File: config.mk
export PLATFORM = sky130hd
export DESIGN_NAME = uart_tx_framer
export DESIGN_NICKNAME = d
export VERILOG_FILES = /design/src/rtl/uart_pkg.sv /design/src/rtl/uart_tx_framer.sv
export SDC_FILE = /design/constraint.sdc
export NUM_CORES = 1
export LEC_CHECK = 0
export CORE_MARGIN = 2
export CORE_UTILIZATION = 54
export CTS_CLUSTER_DIAMETER = 120
export DETAILED_ROUTE_END_ITERATION = 16
export PLACE_DENSITY = 0.82
export SKIP_CTS_REPAIR_TIMING = 1
export SYNTH_ARGS = -nofsm -noshare
export SYNTH_HDL_FRONTEND = slang
export SYNTH_SLANG_ARGS = --single-unit
File: constraint.sdc
create_clock -name clk -period 4.7 [get_ports clk]
set_clock_uncertainty 0.1 [all_clocks]
set_input_delay 0.705 -clock clk [delete_from_list [all_inputs] [get_ports clk]]
set_output_delay 0.705 -clock clk [all_outputs]
set_load 0.1 [all_outputs]
File: src/rtl/uart_pkg.sv
// Shared UART definitions: transmit FSM state encoding and parity modes.
package uart_pkg;

    // Transmit framer states (3-bit, legacy-compatible encoding)
    localparam logic [2:0] IDLE   = 3'd0;
    localparam logic [2:0] START  = 3'd1;
    localparam logic [2:0] DATA   = 3'd2;
    localparam logic [2:0] PARITY = 3'd3;
    localparam logic [2:0] STOP   = 3'd4;

    // Parity mode selector values
    localparam int PARITY_NONE = 0;
    localparam int PARITY_EVEN = 1;
    localparam int PARITY_ODD  = 2;

    // Line level for the parity bit given the XOR of all data bits
    function automatic logic parity_level(input logic acc, input int mode);
        return (mode == PARITY_ODD) ? ~acc : acc;
    endfunction

endpackage

File: src/rtl/uart_tx_framer.sv
// UART transmit framer: start bit, LSB-first data, optional parity, 1 or 2
// stop bits. Bit periods are ended by the external baud tick; count_en keeps
// the baud generator running while a frame is on the line.
module uart_tx_framer
    import uart_pkg::*;
#(
    parameter int DATA_BITS   = 8,
    parameter int PARITY_MODE = PARITY_NONE,
    parameter int STOP_BITS   = 1
) (
    input  logic                 clk,
    input  logic                 rst_n,
    input  logic [DATA_BITS-1:0] tx_data,
    input  logic                 tx_valid,
    output logic                 tx_ready,
    input  logic                 baud_tick,
    output logic                 count_en,
    output logic                 tx_out,
    output logic                 tx_busy,
    output logic                 tx_done
);

    localparam int               CNT_W     = $clog2(DATA_BITS + 1);
    localparam logic [CNT_W-1:0] LAST_BIT  = CNT_W'(DATA_BITS - 1);
    localparam logic             LAST_STOP = (STOP_BITS == 2);
    localparam logic             HAS_PAR   = (PARITY_MODE != PARITY_NONE);

    logic [2:0]           state_q, state_d;
    logic [DATA_BITS-1:0] shift_q, shift_d;
    logic [CNT_W-1:0]     bit_cnt_q, bit_cnt_d;
    logic                 stop_cnt_q, stop_cnt_d;
    logic                 parity_q, parity_d;
    logic                 tx_out_q, tx_out_d;
    logic                 tx_ready_q, tx_ready_d;
    logic                 count_en_q, count_en_d;
    logic                 tx_busy_q, tx_busy_d;
    logic                 tx_done_q, tx_done_d;

    // Next-state logic plus output decode from the next state, so every
    // output can be registered and still change on the tick-sampling edge
    always_comb begin
        state_d    = state_q;
        shift_d    = shift_q;
        bit_cnt_d  = bit_cnt_q;
        stop_cnt_d = stop_cnt_q;
        parity_d   = parity_q;
        tx_done_d  = 1'b0;

        case (state_q)
            IDLE: begin
                if (tx_valid && tx_ready_q) begin
                    shift_d    = tx_data;
                    bit_cnt_d  = '0;
                    stop_cnt_d = 1'b0;
                    parity_d   = 1'b0;
                    state_d    = START;
                end
            end
            START: begin
                if (baud_tick) begin
                    state_d = DATA;
                end
            end
            DATA: begin
                if (baud_tick) begin
                    parity_d  = parity_q ^ shift_q[0];
                    shift_d   = shift_q >> 1;
                    bit_cnt_d = bit_cnt_q + 1'b1;
                    if (bit_cnt_q == LAST_BIT) begin
                        state_d = HAS_PAR ? PARITY : STOP;
                    end
                end
            end
            PARITY: begin
                if (baud_tick) begin
                    state_d = STOP;
                end
            end
            STOP: begin
                if (baud_tick) begin
                    if (stop_cnt_q == LAST_STOP) begin
                        state_d   = IDLE;
                        tx_done_d = 1'b1;
                    end else begin
                        stop_cnt_d = 1'b1;
                    end
                end
            end
            default: begin
                state_d = IDLE;
            end
        endcase

        tx_ready_d = (state_d == IDLE);
        count_en_d = (state_d != IDLE);
        tx_busy_d  = (state_d != IDLE);

        case (state_d)
            START:   tx_out_d = 1'b0;
            DATA:    tx_out_d = shift_d[0];
            PARITY:  tx_out_d = parity_level(parity_d, PARITY_MODE);
            default: tx_out_d = 1'b1;
        endcase
    end

    // State and registered outputs; reset abandons any frame in progress
    always_ff @(posedge clk or negedge rst_n) begin
        if (!rst_n) begin
            state_q    <= IDLE;
            shift_q    <= '0;
            bit_cnt_q  <= '0;
            stop_cnt_q <= 1'b0;
            parity_q   <= 1'b0;
            tx_out_q   <= 1'b1;
            tx_ready_q <= 1'b1;
            count_en_q <= 1'b0;
            tx_busy_q  <= 1'b0;
            tx_done_q  <= 1'b0;
        end else begin
            state_q    <= state_d;
            shift_q    <= shift_d;
            bit_cnt_q  <= bit_cnt_d;
            stop_cnt_q <= stop_cnt_d;
            parity_q   <= parity_d;
            tx_out_q   <= tx_out_d;
            tx_ready_q <= tx_ready_d;
            count_en_q <= count_en_d;
            tx_busy_q  <= tx_busy_d;
            tx_done_q  <= tx_done_d;
        end
    end

    assign tx_out   = tx_out_q;
    assign tx_ready = tx_ready_q;
    assign count_en = count_en_q;
    assign tx_busy  = tx_busy_q;
    assign tx_done  = tx_done_q;

endmodule

# [Word level (Yosys, flattened, before mapping)]
# Cells that the tools add are included.
# W data, S select, Z words.
[word_totals] regBits=21 in_bits=12 out_inout_bits=5 word_cells=56
[op_classes] addsub=1 eq_ne=11 mux=25 bitwise_logic=1 reduce_logical=8
[ops] operator="$mux W3" n=7
[ops] operator="$mux W8" n=2
[ops] operator="$pmux W8 S2" n=1
[ops] operator="$pmux W3 S5" n=1
[ops] operator="$eq A3 B2 Y1 const B" n=4
[ops] operator="$mux W1" n=8
[ops] operator="$mux W4" n=2
[ops] operator="$pmux W4 S2" n=1
[ops] operator="$eq A3 B1 Y1 const B" n=2
[ops] operator="$logic_not A3 Y1" n=2
[ops] operator="$ne A2 B2 Y1 const B" n=3
[ops] operator="$reduce_and A3 Y1" n=2
[ops] operator="$add A4 B1 Y4 const B" n=1
[ops] operator="$eq A4 B3 Y1 const B" n=1
[ops] operator="$pmux W1 S2" n=2
[ops] operator="$reduce_bool A2 Y1" n=2
[ops] operator="$eq A3 B3 Y1 const B" n=1
[ops] operator="$pmux W1 S3" n=1
[ops] operator="$reduce_bool A3 Y1" n=1
[ops] operator="$logic_and A1 B1 Y1" n=1
[ops] operator="$xor A1 B1 Y1" n=1

# [Longest topological paths before layout]
[logic_depth] depth_word=6 ltp_mapped=5 depth_no_buf=5

# [Least setup slack after synthesis]
# OpenSTA, ideal clock, no wires.
[synth_timing] kind="reg2out" startpoint="register tx_busy_q, in the netlist tx_busy" endpoint="output port tx_busy" arrival_time_ps=1324 required_ps=3895 slack_ps=2571 path_stages_with_launch=2 path_cell_list="dfrtp_1 -> buf_4"
[synth_rtl] item="from (decl)" line="uart_tx_framer.sv:36" rtl="logic tx_busy_q, tx_busy_d;"
[synth_rtl] item="from (signal assigned)" line="uart_tx_framer.sv:128" rtl="tx_busy_q <= tx_busy_d;"
[synth_rtl] item="to (decl)" line="uart_tx_framer.sv:19" rtl="output logic tx_busy,"
# No word-level cell between the ends.

# [Worst setup path in the final report]
[layout_timing] startpoint="register tx_ready_q, in the netlist tx_ready" endpoint="output port tx_ready"
[layout_rtl] item="from (decl)" line="uart_tx_framer.sv:34" rtl="logic tx_ready_q, tx_ready_d;"
[layout_rtl] item="from (signal assigned)" line="uart_tx_framer.sv:126" rtl="tx_ready_q <= tx_ready_d;"
[layout_rtl] item="to (decl)" line="uart_tx_framer.sv:15" rtl="output logic tx_ready,"
# No word-level cell between the ends.

==> results.toml <==
[run_status]
status = "complete, no violations"

[placement]
placed_cells = 114
place_congestion = 0.711
hpwl_um = 1170
io_buffers = 16

[clock_tree]
path_clk_slew_ps = 90
root_buffer = "clkbuf_4"
cts.sinks = 20
clock_latency_ps = 300
cts-buffers-inserted = 3
cts_buffer_depth = 2
htree_levels = 1
tritoncts = "done"

[timing]
fin_tns_setup_ps = 0
clock.fmax_mhz = 358
min_period_ps = 2790
setup_violations = 0
fin_crit_sh_pct = 59.4
final-hold-violation-count = 0
relSlewSlack_pct = 35.8
worst_pin_slew_ps = 960
rsz0062_at_grt = "false"
maxSlewViolCount = 0

[detailed_routing]
drcViolationCount = 0
drtAntennaViolNets = 0
avgRoutedWirePerCell_um = 13.3
routed_wl_um = 1580
drt_iter0_markers = 10
vias = 684
first_pass_iters = 4
avgViaCountPerCell = 5.80

[synthesis]
synth_top_family_by_area = "simple AND/OR/NAND/NOR gates"
synthMuxAreaShare_pct = 0
synthSimpleGateAreaFrac_pct = 25.3
synthAdderAreaFrac_pct = 1.33
syn_avg_cell_area_sq_um = 11.1
syn_nets = 98
syn_inst = 85
synth_compound_area_share_pct = 14.5
synth-xor-area-share_pct = 1.86
synth_warnings = 0
synth_cell_type_count = 33
yosysSeqAreaShare_pct = 53.3
syn_area_sq_um = 943
ys_ff_latch = 20

[setup_path]
path_class = "flop to output pin"
max_stage_delay_ps = 1130
path_buf_inv = 1
start_kind = "flop"
path_cells = "clkdlybuf4s50_1"
required_ps = 3890
worst_setup_path_end_kind = "output pin"
crit_arrival_ps = 1990
crit_fanout = 2
path_delay_family = "buffers and inverters"
cpMaxStageDelayCell = "clkdlybuf4s50_1"

[pwr]
vdd_drop_max_mv = 0.277
power.density_nw_per_um2 = 519
power.leakage_nw = 0.495

[grt]
track_usage_pct = 18.8
grt_pass1_vias = 597
grt_pass1_wl_um = 2610
grt-ovfl-total = 0
antenna_found_initial = 0
grt_max_degree = 21

[layout]
fin_cells = 118
drive_above_1_share_pct = 7.92
n_antenna_cell = 0
area_growth_syn_to_layout_pct = 19.1
nets = 115

[run]
max_cap_violations = 0

[floorplan]
die_area_sq_um = 2100
dieWidth_um = 45.8
core_area_sq_um = 1690
dieHeight_um = 45.8
row_count = 15
initial_utilization_pct = 55.9
io_pins = 17

[min_path]
holdCritPathClass = "flop to flop"
-- logic make-up (layout without fill, tap and decap cells) --
family | Yosys count | after routing
simple gates | 38 | 38
flops | 20 | 20
compound gates | 18 | 18
buf+inv | 6 | 22
xor+xnor | 2 | 2
fa+ha+maj | 1 | 1
-- state kept, by name, indices dropped and copies added, names as in the netlist --
register,flops
shift_q,8
bit_cnt_q,4
state_q,3
parity_q,1
tx_busy,1
tx_done,1
tx_out,1
tx_ready,1
-- worst paths after layout --
| path | start | to | slack (ps) | cells past startpoint |
|---|---|---|---|---|
| setup / recovery | tx_ready | tx_ready | 1910 | 1 |
| hold / removal | shift_q[1] | shift_q[1] | 380 | 2 |
| setup reg to reg | state_q[0] | tx_out | 2760 | 4 |
| hold reg to reg | shift_q[1] | shift_q[1] | 380 | 2 |
| max in group asynchronous | rst_n | shift_q[1] | 3190 | 1 |
| min in group asynchronous | rst_n | tx_done | 780 | 1 |
-- area by class of cell --
cell class	count	area, sq um
Clock buffer	4	26.3
Inverter	2	7.51
Sequential cell	20	503
Timing Repair Buffer	16	160
Tap cell	17	21.3
Multi-Input combinational cell	59	405
Fill cell	131	566
-- synth_stat cells (all sizes together) --
library cell	count	area [sq um]
or3b	1	8.76
or2b	1	7.51
nand2b	3	18.8
a21oi	1	5.00
o221ai	2	23.8
a221o	1	10.0
o221a	1	11.3
dfstp	2	52.6
nand4bb	2	55.1
a22oi	6	45.0
and2	1	6.26
o21a	1	7.51
or3	1	6.26
inv	2	7.51
and4bb	1	12.5
nand2	19	71.3
and3b	1	8.76
xor2	2	17.5
ha	1	12.5
o22ai	1	6.26
nor3	1	5.00
clkbuf	1	3.75
nand4	1	6.26
o21ai	4	20.0
o31ai	1	7.51
dfrtp	18	450
and3	1	6.26
or4bb	1	11.3
nor2	4	15.0
buf	3	23.8
-- per-stage QoR --
step	power (W)	cell area (sq um)	hold slack (ps)	util [%]	setup slack (ps)
2_1_floorplan	0.000453	943	309	-	2570
4_1_cts	0.000589	1120	380	66.5	1900
5_1_grt	0.000623	1120	399	66.5	1860
3_5_place_dp	0.000507	1100	357	65.0	2160
3_3_place_gp	0.000496	1100	358	65.0	2180
6_report	0.000583	1120	378	66.5	1910
-- routing by layer --
| metal | share of wire, % | global-route usage, % | vias up |
|---|---|---|---|
| met2 | 47 | 27.9 | 18 |
| met4 | 4.3 | 17.1 | 0 |
| met5 | 0 | 0 | - |
| met3 | 4.5 | 3.97 | 7 |
| met1 | 44 | 22.4 | 326 |
| li1 | - | - | 333 |
-- placed cells by master (no fill, tap or decap) --
cell type / synthesis / layout
inv_1: 2 / 2
clkbuf_1: 1 / 1
o221ai_1: 1 / 1
or3_1: 1 / 1
or3b_1: 1 / 1
nor3_1: 1 / 1
nor2_1: 4 / 4
and3_1: 1 / 1
o31ai_1: 1 / 1
o221a_1: 1 / 1
o21ai_0: 4 / 4
a21oi_1: 1 / 1
nand4bb_4: 2 / 2
nand2_1: 19 / 19
dfstp_2: 2 / 2
clkbuf_4: 0 / 3
or2b_1: 1 / 1
o22ai_1: 1 / 1
nand4_1: 1 / 1
a221o_1: 1 / 1
and4bb_1: 1 / 1
and2_0: 1 / 1
ha_1: 1 / 1
o21a_1: 1 / 1
o221ai_2: 1 / 1
nand2b_1: 3 / 3
clkdlybuf4s50_1: 0 / 16
or4bb_1: 1 / 1
dfrtp_1: 18 / 18
xor2_1: 2 / 2
and3b_1: 1 / 1
a22oi_1: 6 / 6
-- report_power, final --
group	internal (W)	leakage (nW)	total, W	switching, W
Clock	0.0000331	0.0150	0.0000816	0.0000485
Combinational	0.0000861	0.226	0.000236	0.000150
Sequential	0.000225	0.253	0.000266	0.0000404
Total	0.000344	0.495	0.000583	0.000239
Note: power is estimated with default switching activity, not from simulation.
